### config.mk
export PLATFORM = sky130hd
export DESIGN_NAME = esc_array
export DESIGN_NICKNAME = d
export VERILOG_FILES = /design/src/rtl/esc_pkg.sv /design/src/rtl/esc_chan.sv /design/src/rtl/esc_array.sv
export SDC_FILE = /design/constraint.sdc
export NUM_CORES = 1
export LEC_CHECK = 0
export ABC_AREA = 1
export ABC_CLOCK_PERIOD_IN_PS = 4700
export BUFFER_PORTS_ARGS = -buffer_cell sky130_fd_sc_hd__buf_2
export CORE_MARGIN = 2
export CORE_UTILIZATION = 51
export DETAILED_ROUTE_END_ITERATION = 16
export PLACE_DENSITY = 0.73
export SYNTH_ARGS = -nofsm -noshare
export SYNTH_HDL_FRONTEND = slang
export SYNTH_HIERARCHICAL = 1
export SYNTH_SLANG_ARGS = --single-unit
### constraint.sdc
create_clock -name clk -period 4.7 [get_ports clk]
set_input_delay 0.705 -clock clk [delete_from_list [all_inputs] [get_ports clk]]
set_output_delay 0.705 -clock clk [all_outputs]
set_load 0.01 [all_outputs]
### src/rtl/esc_pkg.sv
// Shared definitions for the ESC pulse generator array.
// Holds the arming FSM state type and the default build parameters.
// Latency / flow control: not applicable (types and constants only).
package esc_pkg;

  typedef enum logic [1:0] {
    ST_DISARMED = 2'd0,
    ST_ARMING   = 2'd1,
    ST_ARMED    = 2'd2
  } esc_state_e;

  localparam int DEF_N_CH       = 4;
  localparam int DEF_SPEED_W    = 11;
  localparam int DEF_PERIOD_CYC = 125000;
  localparam int DEF_MIN_PULSE  = 50000;
  localparam int DEF_SCALE      = 25;
  localparam int DEF_SLEW_STEP  = 64;
  localparam int DEF_ARM_FRAMES = 50;

endpackage

### src/rtl/esc_chan.sv
// One ESC channel: target latch, per-frame slewed applied speed, pulse compare.
// Latency: pwm is registered, one cycle behind the shared frame counter.
// Flow control: none; wrt is accepted on any cycle, no backpressure.
// Ports:
//   clk, rst    clock and synchronous active-high reset
//   wrt, spd    load spd into target
//   frm_end     last cycle of the frame; applied steps toward target here
//   hold_zero   force applied to zero (not armed, or motors_off)
//   pulse_en    allow pwm high this cycle
//   cnt         shared frame counter
//   pwm         registered pulse output
module esc_chan
  import esc_pkg::*;
#(
  parameter int SPEED_W   = DEF_SPEED_W,
  parameter int CNT_W     = 17,
  parameter int MIN_PULSE = DEF_MIN_PULSE,
  parameter int SCALE     = DEF_SCALE,
  parameter int SLEW_STEP = DEF_SLEW_STEP
) (
  input  logic               clk,
  input  logic               rst,
  input  logic               wrt,
  input  logic [SPEED_W-1:0] spd,
  input  logic               frm_end,
  input  logic               hold_zero,
  input  logic               pulse_en,
  input  logic [CNT_W-1:0]   cnt,
  output logic               pwm
);

  logic [SPEED_W-1:0] target;
  logic [SPEED_W-1:0] applied;
  logic [SPEED_W-1:0] applied_nxt;
  int                 tgt_i;
  int                 app_i;
  int                 nxt_i;
  int                 pulse_w;

  // Step toward target by at most SLEW_STEP; done in 32-bit integers so the
  // difference and the step never wrap at SPEED_W.
  always_comb begin
    tgt_i = int'(target);
    app_i = int'(applied);
    nxt_i = tgt_i;
    if (SLEW_STEP != 0) begin
      if (tgt_i > app_i) begin
        if (tgt_i - app_i > SLEW_STEP) nxt_i = app_i + SLEW_STEP;
      end else begin
        if (app_i - tgt_i > SLEW_STEP) nxt_i = app_i - SLEW_STEP;
      end
    end
    applied_nxt = SPEED_W'(nxt_i);
  end

  // Full-precision pulse width; the top level guarantees it stays below the frame.
  assign pulse_w = MIN_PULSE + int'(applied) * SCALE;

  always_ff @(posedge clk) begin
    if (rst) begin
      target  <= '0;
      applied <= '0;
      pwm     <= 1'b0;
    end else begin
      if (wrt) target <= spd;
      // hold_zero wins over slew so motors_off drops the speed at once.
      if (hold_zero)    applied <= '0;
      else if (frm_end) applied <= applied_nxt;
      pwm <= pulse_en && (int'(cnt) < pulse_w);
    end
  end

endmodule

### src/rtl/esc_array.sv
// Multi-channel ESC PWM generator with arming sequence and speed slew limiting.
// Latency: pwm registered one cycle after cnt; speed changes land at frame ends.
// Flow control: none; wrt and motors_off are sampled every cycle.
// Ports:
//   clk, rst     clock and synchronous active-high reset
//   wrt          latch all spd channels into the target registers
//   motors_off   force zero speed and disarm
//   spd          packed speeds, channel i at [i*SPEED_W +: SPEED_W]
//   pwm          ESC pulse per channel
//   armed        high in ARMED
//   frm_end      one-cycle pulse on the last cycle of each frame
module esc_array
  import esc_pkg::*;
#(
  parameter int N_CH       = DEF_N_CH,
  parameter int SPEED_W    = DEF_SPEED_W,
  parameter int PERIOD_CYC = DEF_PERIOD_CYC,
  parameter int MIN_PULSE  = DEF_MIN_PULSE,
  parameter int SCALE      = DEF_SCALE,
  parameter int SLEW_STEP  = DEF_SLEW_STEP,
  parameter int ARM_FRAMES = DEF_ARM_FRAMES
) (
  input  logic                    clk,
  input  logic                    rst,
  input  logic                    wrt,
  input  logic                    motors_off,
  input  logic [N_CH*SPEED_W-1:0] spd,
  output logic [N_CH-1:0]         pwm,
  output logic                    armed,
  output logic                    frm_end
);

  localparam int               CNT_W    = (PERIOD_CYC > 1) ? $clog2(PERIOD_CYC) : 1;
  localparam int               ARM_W    = (ARM_FRAMES > 0) ? $clog2(ARM_FRAMES + 1) : 1;
  localparam logic [CNT_W-1:0] CNT_LAST = CNT_W'(PERIOD_CYC - 1);

  // The widest pulse must end before the frame does, otherwise pwm would
  // never fall and the counter compare would be meaningless.
  if (MIN_PULSE + ((1 << SPEED_W) - 1) * SCALE >= PERIOD_CYC) begin : g_bad_params
    $error("esc_array: widest pulse does not fit inside the PWM frame");
  end

  logic [CNT_W-1:0] cnt;
  logic [ARM_W-1:0] arm_cnt;
  esc_state_e       state;
  logic             hold_zero;
  logic             pulse_en;

  assign frm_end   = (cnt == CNT_LAST);
  assign armed     = (state == ST_ARMED);
  // motors_off is folded in directly so applied and pwm react in the same
  // cycle the state register is being cleared.
  assign hold_zero = (state != ST_ARMED) || motors_off;
  assign pulse_en  = (state != ST_DISARMED) && !motors_off;

  always_ff @(posedge clk) begin
    if (rst)          cnt <= '0;
    else if (frm_end) cnt <= '0;
    else              cnt <= cnt + 1'b1;
  end

  always_ff @(posedge clk) begin
    if (rst) begin
      state   <= ST_DISARMED;
      arm_cnt <= '0;
    end else if (motors_off) begin
      state   <= ST_DISARMED;
      arm_cnt <= '0;
    end else if (frm_end) begin
      case (state)
        ST_DISARMED: begin
          state   <= ST_ARMING;
          arm_cnt <= '0;
        end
        ST_ARMING: begin
          // Saturating count of completed arming frames.
          if (int'(arm_cnt) < ARM_FRAMES) arm_cnt <= arm_cnt + 1'b1;
          if (int'(arm_cnt) + 1 >= ARM_FRAMES) state <= ST_ARMED;
        end
        ST_ARMED: ;
        default: state <= ST_DISARMED;
      endcase
    end
  end

  for (genvar i = 0; i < N_CH; i++) begin : g_chan
    esc_chan #(
      .SPEED_W  (SPEED_W),
      .CNT_W    (CNT_W),
      .MIN_PULSE(MIN_PULSE),
      .SCALE    (SCALE),
      .SLEW_STEP(SLEW_STEP)
    ) u_chan (
      .clk      (clk),
      .rst      (rst),
      .wrt      (wrt),
      .spd      (spd[i*SPEED_W +: SPEED_W]),
      .frm_end  (frm_end),
      .hold_zero(hold_zero),
      .pulse_en (pulse_en),
      .cnt      (cnt),
      .pwm      (pwm[i])
    );
  end

endmodule
[After elaboration in Yosys (flattened, before gate mapping)]
Cells that the tools add are included.
Operators by class
  add/sub/neg operators: 23
  multiply operators: 4
  magnitude comparators: 18
  equal/unequal tests: 6
  mux-type cells: 16
  bitwise operators: 1
  reduce and logical (&&, ||, !) cells: 15
Operators with widths (number)
  32-bit by 8-bit > comparator with 1-bit output, second input constant: 8
  11-bit 2-to-1 mux: 12
  17-bit by 32-bit adder with 32-bit output, first input constant: 4
  18-bit by 32-bit < comparator with 1-bit output: 4
  11-bit by 11-bit subtractor with 12-bit output: 8
  11-bit by 5-bit multiplier with 16-bit output, second input constant: 4
  11-bit by 7-bit adder with 11-bit output, second input constant: 4
  11-bit > comparator: 4
  11-bit by 7-bit subtractor with 11-bit output, second input constant: 4
  17-bit by 1-bit adder with 17-bit output, second input constant: 1
  17-bit == test, second input constant: 1
  6-bit case mux with 2 select lines: 1
  6-bit by 1-bit adder with 7-bit output, second input constant: 1
  7-bit by 6-bit greater-or-equal comparator with 1-bit output, second input constant: 1
  6-bit by 1-bit adder with 6-bit output, second input constant: 1
  6-bit < comparator, second input constant: 1
  6-bit 2-to-1 mux: 1
  2-bit != test, second input constant: 3
  2-bit case mux with 3 select lines: 1
  3-bit AND reduction: 2
  2-bit OR reduction: 3
  1-bit logical AND: 5
  2-bit nonzero test: 2
  2-bit by 1-bit == test with 1-bit output, second input constant: 1
  other kinds (6): 6
Storage, ports and cells
  register bits after elaboration: 117
  input port bits: 48

[Logic depth before layout (Yosys ltp)]
  depth in word-level cells: 4
  depth in mapped cells: 21
  gate-level depth less buffers: 21

[Cells and area by module]
Netlist, hierarchy kept.
By module, submodules not included
  esc_chan (g_chan[2].u_chan ...): instances 2, cells each 549, area each 3681.0 um^2
  esc_chan (g_chan[0].u_chan): instances 1, cells each 555, area each 3694.8 um^2
  esc_chan (g_chan[1].u_chan): instances 1, cells each 551, area each 3693.5 um^2
  esc_array: instances 1, cells each 213, area each 1422.6 um^2

[Worst setup path before layout]
OpenSTA, ideal clock, no wires.
  path kind: reg2reg
  from: register g_chan[0].u_chan.applied[6]
  to: register g_chan[0].u_chan.pwm
  data arrival time: 3750 ps
  setup slack: 885 ps
  stages on the path, launching flop included: 20
  path buffers: 0
  period minus slack after synthesis: 3815 ps
  cells stage by stage: dfxtp_1 > inv_1 > ha_1 > fa_1 > ha_1 > ha_1 > nand2_1 > nor3_1 > a21oi_1 > o21ai_0 > a21oi_1 > nor2_1 > nor2_1 > xnor2_1 > ha_1 > nand4_1 > a21oi_1 > a2111oi_0 > nand4_1 > nor2_1
On the way
  cells in the longest elaborated chain, start to end: 4
RTL lines
  from (decl): RTL line esc_chan.sv:33  | logic [SPEED_W-1:0] applied;
  from (signal assigned): RTL line esc_chan.sv:68  | else if (frm_end) applied <= applied_nxt;
  11-bit by 5-bit multiplier with 16-bit output: RTL line esc_chan.sv:57  | assign pulse_w = MIN_PULSE + int'(applied) * SCALE;
  17-bit by 32-bit adder with 32-bit output: RTL line esc_chan.sv:57
  18-bit by 32-bit < comparator with 1-bit output: RTL line esc_chan.sv:69  | pwm <= pulse_en && (int'(cnt) < pulse_w);
  1-bit logical AND: RTL line esc_chan.sv:69
  to (signal assigned): RTL line esc_chan.sv:69
  to (decl): RTL line esc_chan.sv:29  | output logic pwm
No other way between the ends.
A chain may end at the register's enable or synchronous reset.

[Worst setup path in the final report]
  from: register g_chan[0].u_chan.applied[7]
  to: register g_chan[0].u_chan.pwm
The elaborated chain is that of the path after synthesis.

==> reports/results.ini <==
[status]
status = complete, no violations

[sta]
setup-tns-final_ns = 0
finalHoldViolCount = 0
tightestPinTransition_ns = 1.04
timing.slew.headroom_pct = 30.2
finalWorstPathRequiredPeriod_ns = 4.39
finalClockSkew_ns = 0.0138
pins_over_their_slew_limit = 0
finalCritPeriodShare_pct = 93.5
timing.hold.ws_ns = 0.499
setup_viol = 0
max_freq_mhz = 228
rsz0062_at_grt = no
fin_ws_ns = 0.306

[critical_path]
crit_family = adder cells
worstPathArrival_ns = 4.76
cp_slowest_stage_delay_ns = 0.50
start_kind = flop
path_max_fanout = 6
worst_setup_path_end_kind = flop
critical_path_buf_inv_count = 1
critical_path_required_ns = 5.06
crit_chain = inv_1, ha_1, fa_1, ha_1, ha_1, nand2_1, o21ai_0, a21oi_1, o21ai_0, a21oi_1, nor2_1, nor2_1, xnor2_1, ha_1, nand4_1, a21oi_1, a2111oi_0, nand4_1, nor2_1
crit_slowest_cell = dfxtp_1
path_class = reg -> reg
critical-path-top-cell-by-count = ha_1

[pwr]
p_seq_share_pct = 32.4
ir_drop_v = 0.000242
combinational_fraction_of_design_power_pct = 24.5
clock_power_share_pct = 43.2
power_density_nw_per_um2 = 186
internal_power_mw = 2.19
switching_share_pct = 32.4
totalPowerFinal_mw = 3.23
power.leakage_nw = 9.62
net_sw_power_mw = 1.05

[die]
design.portCount = 54
die_area_um2 = 33200
effective_utilization_at_floorplan_pct = 51.5
core_area_um2 = 31400
die_h_um = 182
die_w_um = 182
floorplan.rows = 65

[yosys]
synth_fa_ha_area_share_pct = 28.9
syn_nets = 2820
synth_top_family_by_area = simple AND/OR/NAND/NOR gates
postSynthCellCount = 2417
postSynthRegisterBits = 117
synth_seq_area_share_pct = 14.5
yosysWarnings = 6
syn-cell-area_um2 = 16200
post_synth_and_or_nand_nor_area_fraction_pct = 31.4
compound_gate_fraction_of_synth_area_pct = 10.8
synth_commonest_cells = 578 x nand2_1, 376 x inv_1, 323 x ha_1
synthArstFlopShare_pct = 0
ys_top_cells_by_area = ha_1 25%, dfxtp_1 14%, nand2_1 13%
synthMostInstantiatedCell = nand2_1
yosysTopAreaCellShare_pct = 25.0
synth_xor_xnor_area_share_pct = 3.90
muxShareOfSynthArea_pct = 0
synth-main-ff-cell = dfxtp_1
yosys.cell_types.count = 45
synth_area_per_cell_um2 = 6.69
synth_top_cell_by_area = ha_1
count_of_flip_flops_with_a_built_in_enable_after_synthesis = 0

[drt]
detail_route.drc_violations = 0
via_cell_ratio = 5.25
detailroute.via_count = 15100
drt_iter0_markers = 851
dr.pass1.iters = 8
drtAntennaViolNets = 0
wire_per_inst_um = 13.8
wire_length_reported_by_the_detailed_router_um = 39800

[min_path]
min_path_type = reg -> reg

[layout]
num-nets-final = 2866
n_fill_cell = 3052
share_of_final_layout_standard_cells_stronger_than_drive_strength_1_pct = 9.61
synthToLayoutAreaGrowth_pct = 7.81
final_area_um2 = 17400
antenna_cells = 0

[clock_tree]
clk_buf_depth = 2
clock_tree.root_cell = clkbuf_16
clock_tree_from_tritoncts = built
cts_htree_levels = 4
cts_buffers = 17
post_cts_hold_buffer_count = 0
cts.clk_slew.worst_paths_ns = 0.06
worstSkewPairLatency_ns = 0.43
cts_sinks = 117
cts-resized-gates = 0
post_cts.repair.setup_buffers = 0

[placed_design]
post-place-ws_ns = 0.457
globalplace.congestion = 0.922
placement.io_buffers = 53
post_dp_cell_area_um2 = 16800
hpwl_um = 31700

[grt]
first_global_vias = 14700
pin_count_of_the_biggest_net_entering_global_routing = 50
grt_pass1_wl_um = 67200
gr-usage-all-layers_pct = 24.2
antenna_found_initial = 0
grt-ovfl-total = 0

[flow_run]
timing.max_cap.violations = 0

## tightest hold or removal path: cells and delay by family (launching register included)
family | cells | cell delay [ns]
flops | 1 | 0.32
buf+inv | 1 | 0.07
compound gates | 1 | 0.06
## area by class of cell
class / instances / area [um2] / share of cell area (%)
well taps: 402 / 503 / 2.88
multi-input cells: 1864 / 12100 / 69.6
clock buffers: 25 / 505 / 2.90
flip-flops and latches: 117 / 2340 / 13.4
inverters: 404 / 1520 / 8.70
clock inverters: 7 / 118 / 0.675
repair buffers: 59 / 310 / 1.78
## stage by stage
step | utilization [%] | cells
finish | 55.5 | 2878
global route | 55.5 | 2878
CTS | 55.5 | 2878
detailed placement | 53.6 | 2846
global placement | 53.6 | 2846
floorplan | - | 2417
## cells in the final DEF (no fill, tap or decap), types with 3 or more instances in the layout
master	count
nand2_1	578
inv_1	376
ha_1	323
nor2_1	190
a21oi_1	186
nand3_1	163
dfxtp_1	117
o21ai_0	97
xor2_1	59
buf_2	53
nand2_2	45
nand4_1	32
fa_1	32
nor2_2	29
inv_2	28
nor3_1	23
clkbuf_16	17
nor2_4	15
xnor2_1	13
nand3_2	9
a211oi_1	7
nand3_4	7
nand2_4	6
buf_4	6
nand3b_1	6
clkbuf_8	5
o211ai_1	5
o21bai_1	4
a21o_1	4
a31oi_1	4
a21oi_2	4
o21a_1	4
bufinv_16	3
clkbuf_1	3
## power groups by stage
stage                     sequential [mW]  combinational (mW)  clock (mW)
after floorplan                      1.06               0.616           0
after global placement               1.07               0.769           0
after detailed placement             1.07               0.778           0
after CTS                            1.05               0.784        1.41
after global routing                 1.05               0.892        1.46
final                                1.05               0.791        1.40
## state kept, by name (all words and copies together) (netlist names)
signal                 cells
g_chan.u_chan/applied     44
g_chan.u_chan/target      44
cnt                       17
arm_cnt                    6
g_chan.u_chan/pwm          4
state                      2
## worst paths after layout
path / start / endpoint / slack (ns) / cells past startpoint
hold / removal: g_chan[1].u_chan/target[5] / g_chan[1].u_chan/target[5] / 0.50 / 2
setup / recovery: g_chan[0].u_chan/applied[7] / g_chan[0].u_chan/pwm / 0.31 / 19
hold reg to reg: g_chan[1].u_chan/target[5] / g_chan[1].u_chan/target[5] / 0.50 / 2
setup reg to reg: g_chan[0].u_chan/applied[7] / g_chan[0].u_chan/pwm / 0.31 / 19
## per-layer routing
layer  vias to the layer above  GRT usage, %  wire length, um
met4                         0          6.06              701
li1                       7874             -                -
met5                         -             0                0
met2                       268          43.4            19200
met1                      6918          30.7            18700
met3                        49          2.91             1220
## kinds of logic after synthesis
group / Yosys count
and+or+nand+nor: 1112
DFF: 117
buffers and inverters: 436
AOI/OAI and AO/OA: 325
xor gates and xnor gates: 72
adders and majority gates: 355
No activity file was read; power rests on OpenSTA's default activity.
